`src/rtl/ir_fetch_sequencer_if.sv`:
```
// Instruction-memory and execute-datapath handshake bundle for the
// ir_fetch_sequencer.
//   mem_req/mem_addr/mem_ack : instruction fetch request, address and data-valid
//   load_ir                  : IR capture strobe, coincident with mem_ack
//   exec_start/exec_done     : launch and completion of one instruction
//   branch_taken/target      : redirect info, valid together with exec_done
// master = sequencer side, slave = memory/datapath side.
interface ir_fetch_sequencer_if;
  logic        mem_req;
  logic [31:0] mem_addr;
  logic        mem_ack;
  logic        load_ir;
  logic        exec_start;
  logic        exec_done;
  logic        branch_taken;
  logic [31:0] branch_target;

  modport master (
    output mem_req, mem_addr, load_ir, exec_start,
    input  mem_ack, exec_done, branch_taken, branch_target
  );

  modport slave (
    input  mem_req, mem_addr, load_ir, exec_start,
    output mem_ack, exec_done, branch_taken, branch_target
  );
endinterface

```
`src/rtl/ir_fetch_sequencer.sv`:
```
// Multicycle fetch/dispatch controller for the MIPS32 core. Owns the PC,
// fetches one instruction, strobes it into the IR, launches execution, waits
// for completion and then advances the PC sequentially or to a branch target.
// Handles halt requests at instruction boundaries, fetch timeout and
// misaligned branch targets (the latter two end in an absorbing FAULT state).
// Ports:
//   clk, rst    : clock, synchronous active-high reset
//   start       : begin/resume, honoured only in IDLE or HALTED
//   halt_req    : stop at the next instruction boundary
//   bus         : memory/execute handshake (master modport)
//   pc          : current instruction address (mem_addr mirrors it)
//   instr_count : retired instruction count, wraps at 2^32
//   busy/halted/fault/state : status and debug state encoding
module ir_fetch_sequencer #(
  parameter logic [31:0] RESET_PC = 32'h0000_0000,
  parameter int          TIMEOUT  = 16
) (
  input  logic                       clk,
  input  logic                       rst,
  input  logic                       start,
  input  logic                       halt_req,
  ir_fetch_sequencer_if.master       bus,
  output logic [31:0]                pc,
  output logic [31:0]                instr_count,
  output logic                       busy,
  output logic                       halted,
  output logic                       fault,
  output logic [2:0]                 state
);

  typedef enum logic [2:0] {
    S_IDLE     = 3'd0,
    S_FETCH    = 3'd1,
    S_DISPATCH = 3'd2,
    S_WAIT     = 3'd3,
    S_HALTED   = 3'd4,
    S_FAULT    = 3'd5
  } state_e;

  // Counter value seen during the last permitted FETCH cycle.
  localparam logic [7:0] TMO_LAST = 8'(TIMEOUT - 1);

  state_e      state_q, state_d;
  logic [31:0] pc_q, pc_d;
  logic [31:0] cnt_q, cnt_d;
  logic        halt_q, halt_d;
  logic [7:0]  tmo_q, tmo_d;

  logic        busy_w;
  logic        mem_req_w;
  logic        load_ir_w;
  logic        exec_start_w;

  assign busy_w = (state_q == S_FETCH) || (state_q == S_DISPATCH) ||
                  (state_q == S_WAIT);

  always_comb begin
    state_d      = state_q;
    pc_d         = pc_q;
    cnt_d        = cnt_q;
    halt_d       = halt_q;
    tmo_d        = 8'd0;
    mem_req_w    = 1'b0;
    load_ir_w    = 1'b0;
    exec_start_w = 1'b0;

    if (busy_w && halt_req) halt_d = 1'b1;

    case (state_q)
      S_IDLE: begin
        if (start) state_d = S_FETCH;
      end
      S_FETCH: begin
        mem_req_w = 1'b1;
        if (bus.mem_ack) begin
          // Ack in the final allowed cycle still wins over the timeout.
          load_ir_w = 1'b1;
          state_d   = S_DISPATCH;
        end else if (tmo_q == TMO_LAST) begin
          state_d = S_FAULT;
        end else begin
          tmo_d = tmo_q + 8'd1;
        end
      end
      S_DISPATCH: begin
        exec_start_w = 1'b1;
        state_d      = S_WAIT;
      end
      S_WAIT: begin
        if (bus.exec_done) begin
          // The instruction retires even when its branch target faults.
          cnt_d = cnt_q + 32'd1;
          if (bus.branch_taken && (bus.branch_target[1:0] != 2'b00)) begin
            state_d = S_FAULT;
          end else begin
            pc_d = bus.branch_taken ? bus.branch_target : (pc_q + 32'd4);
            // A halt_req arriving with exec_done applies to this boundary.
            if (halt_q || halt_req) begin
              state_d = S_HALTED;
              halt_d  = 1'b0;
            end else begin
              state_d = S_FETCH;
            end
          end
        end
      end
      S_HALTED: begin
        if (start) begin
          state_d = S_FETCH;
          // Resume anyway, but stop again after the next instruction.
          if (halt_req) halt_d = 1'b1;
        end
      end
      S_FAULT: begin
        state_d = S_FAULT;
      end
      default: begin
        state_d = S_IDLE;
      end
    endcase
  end

  always_ff @(posedge clk) begin
    if (rst) begin
      state_q <= S_IDLE;
      pc_q    <= RESET_PC;
      cnt_q   <= 32'd0;
      halt_q  <= 1'b0;
      tmo_q   <= 8'd0;
    end else begin
      state_q <= state_d;
      pc_q    <= pc_d;
      cnt_q   <= cnt_d;
      halt_q  <= halt_d;
      tmo_q   <= tmo_d;
    end
  end

  assign bus.mem_req    = mem_req_w;
  assign bus.mem_addr   = pc_q;
  assign bus.load_ir    = load_ir_w;
  assign bus.exec_start = exec_start_w;

  assign pc          = pc_q;
  assign instr_count = cnt_q;
  assign busy        = busy_w;
  assign halted      = (state_q == S_HALTED);
  assign fault       = (state_q == S_FAULT);
  assign state       = state_q;

endmodule
```
`src/flat_wrapper.sv`:
```
// flat-port wrapper written by rule: the top's interface ports become plain ports
module ir_fetch_sequencer_flat 
#(
  parameter logic [31:0] RESET_PC = 32'h0000_0000,
  parameter int          TIMEOUT  = 16
)
  (clk, rst, start, halt_req, pc, instr_count, busy, halted, fault, state, bus_mem_req, bus_mem_addr, bus_load_ir, bus_exec_start, bus_mem_ack, bus_exec_done, bus_branch_taken, bus_branch_target);
  ir_fetch_sequencer_if bus_i ();
  input  logic clk;
  input  logic rst;
  input  logic start;
  input  logic halt_req;
  output logic [31:0] pc;
  output logic [31:0] instr_count;
  output logic busy;
  output logic halted;
  output logic fault;
  output logic [2:0] state;
  output wire logic [$bits(bus_i.mem_req)-1:0] bus_mem_req;
  output wire logic [$bits(bus_i.mem_addr)-1:0] bus_mem_addr;
  output wire logic [$bits(bus_i.load_ir)-1:0] bus_load_ir;
  output wire logic [$bits(bus_i.exec_start)-1:0] bus_exec_start;
  input wire logic [$bits(bus_i.mem_ack)-1:0] bus_mem_ack;
  input wire logic [$bits(bus_i.exec_done)-1:0] bus_exec_done;
  input wire logic [$bits(bus_i.branch_taken)-1:0] bus_branch_taken;
  input wire logic [$bits(bus_i.branch_target)-1:0] bus_branch_target;
  assign bus_mem_req = bus_i.mem_req;
  assign bus_mem_addr = bus_i.mem_addr;
  assign bus_load_ir = bus_i.load_ir;
  assign bus_exec_start = bus_i.exec_start;
  assign bus_i.mem_ack = bus_mem_ack;
  assign bus_i.exec_done = bus_exec_done;
  assign bus_i.branch_taken = bus_branch_taken;
  assign bus_i.branch_target = bus_branch_target;
  ir_fetch_sequencer #(.RESET_PC(RESET_PC), .TIMEOUT(TIMEOUT)) u_core (.clk(clk), .rst(rst), .start(start), .halt_req(halt_req), .bus(bus_i), .pc(pc), .instr_count(instr_count), .busy(busy), .halted(halted), .fault(fault), .state(state));
endmodule
```
`config.mk`:
```
export PLATFORM = sky130hd
export DESIGN_NAME = ir_fetch_sequencer_flat
export DESIGN_NICKNAME = d
export VERILOG_FILES = /design/src/rtl/ir_fetch_sequencer_if.sv /design/src/rtl/ir_fetch_sequencer.sv /design/src/flat_wrapper.sv
export SDC_FILE = /design/constraint.sdc
export NUM_CORES = 1
export LEC_CHECK = 0
export BUFFER_PORTS_ARGS = -buffer_cell sky130_fd_sc_hd__buf_2
export CORE_MARGIN = 10
export CORE_UTILIZATION = 52
export DETAILED_ROUTE_END_ITERATION = 6
export PLACE_DENSITY = 0.92
export SLEW_MARGIN = 20
export SYNTH_ARGS = -nofsm -noshare
export SYNTH_HDL_FRONTEND = slang
export SYNTH_SLANG_ARGS = --single-unit
```
`constraint.sdc`:
```
create_clock -name clk -period 1.9 [get_ports clk]
set_input_delay 0.095 -clock clk [delete_from_list [all_inputs] [get_ports clk]]
set_output_delay 0.095 -clock clk [all_outputs]
set_load 0.03 [all_outputs]
```
Yosys cells after proc, flatten, opt, wreduce, memory -nomap -nowiden --
Index checks and enable logic that the tools add are counted.
Storage, ports and cells: register bits after elaboration 76, input port bits 39, output and inout port bits 105, word-level logic and storage cells 50
Operators by class: $add $sub $neg 3, eq/ne operators 9, muxes and demuxes 19, bitwise operators 2, reductions and logical operators 12
Operator list (number):
- $add A32 B1 Y32 const B | 1
- $add A32 B3 Y32 const B | 1
- $mux W32 | 1
- $mux W3 | 6
- $pmux W3 S5 | 1
- $mux W1 | 10
- $add A8 B1 Y8 const B | 1
- $eq A8 B4 Y1 const B | 1
- $eq A3 B2 Y1 const B | 2
- $eq A3 B3 Y1 const B | 2
- $reduce_and A3 Y1 | 2
- $reduce_or A4 Y1 | 1
- $eq A3 B1 Y1 const B | 1
- $logic_not A3 Y1 | 1
- $logic_or A1 B1 Y1 | 3
- $ne A3 B3 Y1 const B | 1
- $logic_and A1 B1 Y1 | 2
- $ne A2 B1 Y1 const B | 1
- $ne A2 B2 Y1 const B | 1
- $not A1 Y1 | 2
- $pmux W1 S2 | 1
- $reduce_and A2 Y1 | 1
- $reduce_bool A2 Y1 | 1
- $reduce_or A2 Y1 | 1

Longest topological paths before layout --
depth in word-level cells 9, mapped depth 7, mapped depth without buffers 5

Worst setup path before layout --
OpenSTA, ideal clock, no wires.
kind reg2reg, start reg u_core.state_q[2] (netlist: u_core.state[2]), end reg u_core.halt_q, setup time 0.086 ns, arrival time 2.033 ns, data required time 1.814 ns, slack -0.218 ns, stages on the path, launching flop included 6, buffers on the path 1, clock period less this slack 2.118 ns, cell sequence dfxtp_1 -> clkbuf_1 -> inv_1 -> nor3_1 -> a22oi_1 -> a211oi_1
On the way: elaborated cells between the ends (all ways) 14, classes of those cells eq/ne: 4; mux: 7; reduce/logical: 3
RTL lines:
- from (decl) | line ir_fetch_sequencer.sv:43 | state_e state_q, state_d;
- from (signal assigned) | line ir_fetch_sequencer.sv:131 | state_q <= state_d;
- $eq A3 B3 Y1
- net halted | line flat_wrapper.sv:16 | output logic halted;
- $pmux W1 S2 | line ir_fetch_sequencer.sv:69 | case (state_q)
- to (signal assigned) | line ir_fetch_sequencer.sv:134 | halt_q <= halt_d;
- to (decl) | line ir_fetch_sequencer.sv:46 | logic halt_q, halt_d;
The timed path passes the listed nets, and every way through them passes these cells. A chain may end at the register's enable or synchronous reset.

Worst setup path in the final report --
start reg u_core.cnt_q[0] (netlist: u_core.instr_count[0]), end reg u_core.cnt_q[14] (netlist: u_core.instr_count[14])
On the way: cells in the longest elaborated chain, start to end 1
RTL lines:
- from (decl) | line ir_fetch_sequencer.sv:45 | logic [31:0] cnt_q, cnt_d;
- from (signal assigned) | line ir_fetch_sequencer.sv:133 | cnt_q <= cnt_d;
- $add A32 B1 Y32 | line ir_fetch_sequencer.sv:92 | cnt_d = cnt_q + 32'd1;
No other way between the ends.

==> out/results.txt <==
Clock-pin slew on the worst setup and hold paths: 0.08 ns
Die height: 113 µm
Layout Cells excl Fill: 813
Final setup vio count: 0
H-Tree Depth: 3
Area leader, netlist: dfxtp_1
Mapped cell area: 0.00454 mm²
CP Data Required Time: 2.19 ns
Max FO, Critical Path: 8
Vias in the first global route: 4765
Area contributors post-synth: dfxtp_1, buf_4, a21oi_1
GRT Overall Usage: 21.2%
Starting Density: 52.8%
Max cap viols: 0
WL/cell: 18.2 µm
Leak: 2.29 nW
Worst setup EP type: register
Sequential power share: 48.1%
1st-iter DRT viols: 535
Hpwl dp: 10.7 mm
Routed vias/inst: 6.42
Input/output buffers: 143
CTS Buf Count: 9
Grt total ovfl: 0
Number of flops mapped to enable cells by yosys: 0
Layout cells sized above 1: 36.4%
Clk_lat worst skew: 0.35 ns
Fin util: 65.7%
Slew @ Worst Pin: 0.521 ns
Syn Nets: 620
Hold Slack: 0.0188 ns
Fin crit period: 1.83 ns
Headroom to the max-slew limit: 65.1%
Clk pwr share: 39.1%
Seq/Total Area, Yosys: 33.5%
Ys Warns: 0
Async set or reset register ratio after synthesis: 0%
Ys flop type: dfxtp_1
Most common cell after layout, fill and taps aside: buf_2
Core Box Area: 0.00859 mm²
Largest net degree at the start of global routing: 38
# DRC: 0
Inst Count DP: 792
Maximum VDD drop: 322 µV
Routed wire length: 14.8 mm
WP data arrival: 2.11 ns
CP Launch Type: register
Power density over the cells: 602 mW/mm²
Combinational Power Share: 12.8%
Via count: 5221
Top-area cell type share of the netlist area: 33.5%
Antenna violations before repair: 1
Post-DRT Antenna Nets: 0
Worst Skew: 0.0138 ns
Critical path's slowest cell: or4_4
Final Max Tran Viols: 0
Buf/Inv on CP: 1
DRT Pass-1 Iters: 5
Cell row count: 34
Slowest stage delay, CP: 0.51 ns
Final net count: 743
Worst min-delay path category: input port to register
Status: completed
Switching portion of total power: 27.0%
Pint: 0.00248 W
Final hold vios: 0
Total clock sinks: 76
CTS tree: done
Cell count after synthesis: 578
Clock Path Buffers: 2
Synth cell types: 58
Max Clk Rate: 547 MHz
Crit-path cells: ha_4, nand2_1, or3_4, buf_6, or4_4, a21oi_2
Die width: 113 µm
#FFs+latches synth: 76
Die area: 0.0129 mm²
Gpl congestion: 0.876
Delay-heaviest family, CP: simple AND/OR/NAND/NOR gates
NetSw: 0.000917 W
First-pass GRT wire length: 23.2 mm
Period utilization: 96.2%
CTS root buffer: clkbuf_8
Synthesis-to-finish area growth: 24.4%
Most frequent cells in the layout: buf_2, dfxtp_1, buf_4
Mean Syn Cell Area: 7.85 µm²
Hold_buf cts: 0
I/O pin count: 144
Critical path class: register to register
area by class of cell:
class                   instances  area, µm²
well taps                     108        135
fillers                       709       2950
inverters                      15       56.3
multi-input cells             409       2610
clock buffers                   9        124
diodes                          1       2.50
repair buffers                190       1080
clock inverters                 5       78.8
flip-flops and latches         76       1560
registers in the layout, summed over array words and instances, names as in the netlist:
register             cells
u_core.tmo_q             8
u_core.instr_count      32
u_core.halt_q            1
u_core.state             3
u_core.bus.mem_addr     32
cells in the mapped netlist, types with 7 or more instances:
cell type / n
or4_1: 15
and3_1: 8
nor2_1: 43
clkbuf_1: 35
nor3_1: 21
xnor2_1: 10
or3_1: 8
a31oi_1: 8
o31ai_1: 17
o21ai_0: 15
nand2_1: 40
nor4_1: 13
and4_1: 7
a21oi_1: 38
nand3_1: 32
nand4_1: 29
o311ai_0: 9
dfxtp_1: 76
inv_1: 15
buf_4: 32
buf_2: 8
path summary, 6_finish.rpt:
path	startpoint	endpoint	slack (ns)	cells past startpoint
max	u_core.instr_count[0]	u_core.instr_count[14]	0.07	6
min	bus_branch_target[2]	u_core.bus.mem_addr[2]	0.02	3
max reg2reg	u_core.instr_count[0]	u_core.instr_count[14]	0.07	6
min reg2reg	u_core.tmo_q[0]	u_core.tmo_q[0]	0.44	1
logic make-up (layout without fill, tap and decap cells):
group	after synthesis	count (layout)	share of synthesized area, %
muxes	7	7	1.65
and+or+nand+nor	244	244	29.2
adders and majority gates	3	3	0.827
DFF	76	76	33.5
AOI/OAI and AO/OA	139	139	21.2
xor gates and xnor gates	16	16	3.09
other	0	1	0
buffers and inverters	93	219	10.6
timing repair:
| action | in CTS | in global routing |
|---|---|---|
| pin swaps | 1 | 3 |
| resized for setup | 6 | 17 |
| endpoints found under the setup margin | 6 | 19 |
| setup buffers | 0 | 5 |
| gates cloned | 0 | 1 |
power by group through the flow:
stage               logic (W)  clock network [W]  registers, W
floorplan            0.000249                  0       0.00171
global placement     0.000420                  0       0.00167
detailed placement   0.000431                  0       0.00167
CTS                  0.000434            0.00133       0.00164
global route         0.000473            0.00140       0.00164
finish               0.000437            0.00133       0.00163
metal layers:
| layer | global-route usage (%) | wire (µm) | part of all wire, % | vias to the layer above |
|---|---|---|---|---|
| met5 | 0 | 0 | 0 | - |
| met4 | 9.31 | 438 | 3.0 | 0 |
| met3 | 5.83 | 1590 | 11 | 45 |
| met2 | 34.2 | 6990 | 47 | 330 |
| met1 | 25.8 | 5810 | 39 | 2446 |
| li1 | - | - | - | 2400 |
through the flow:
| step | setup TNS [ns] | worst slack, ns | power [W] | cell area (µm²) |
|---|---|---|---|---|
| final | 0 | 0.0721 | 0.00340 | 5650 |
| after detailed placement | -0.0775 | -0.0383 | 0.00211 | 5320 |
| after floorplan | 0 | 0.000261 | 0.00195 | 4570 |
| after global placement | 0 | 0.0287 | 0.00209 | 5320 |
| after global routing | -0.0103 | -0.00632 | 0.00351 | 5650 |
| after CTS | 0 | 0.000725 | 0.00340 | 5550 |
worst reg2reg max path, cell delays in order, from the launching register on:
cell and delay, ns:
dfxtp_4 0.38, ha_4 0.15, nand2_1 0.08, or3_4 0.35, buf_6 0.15, or4_4 0.51, a21oi_2 0.14
Power figures use the tool's default switching activity.
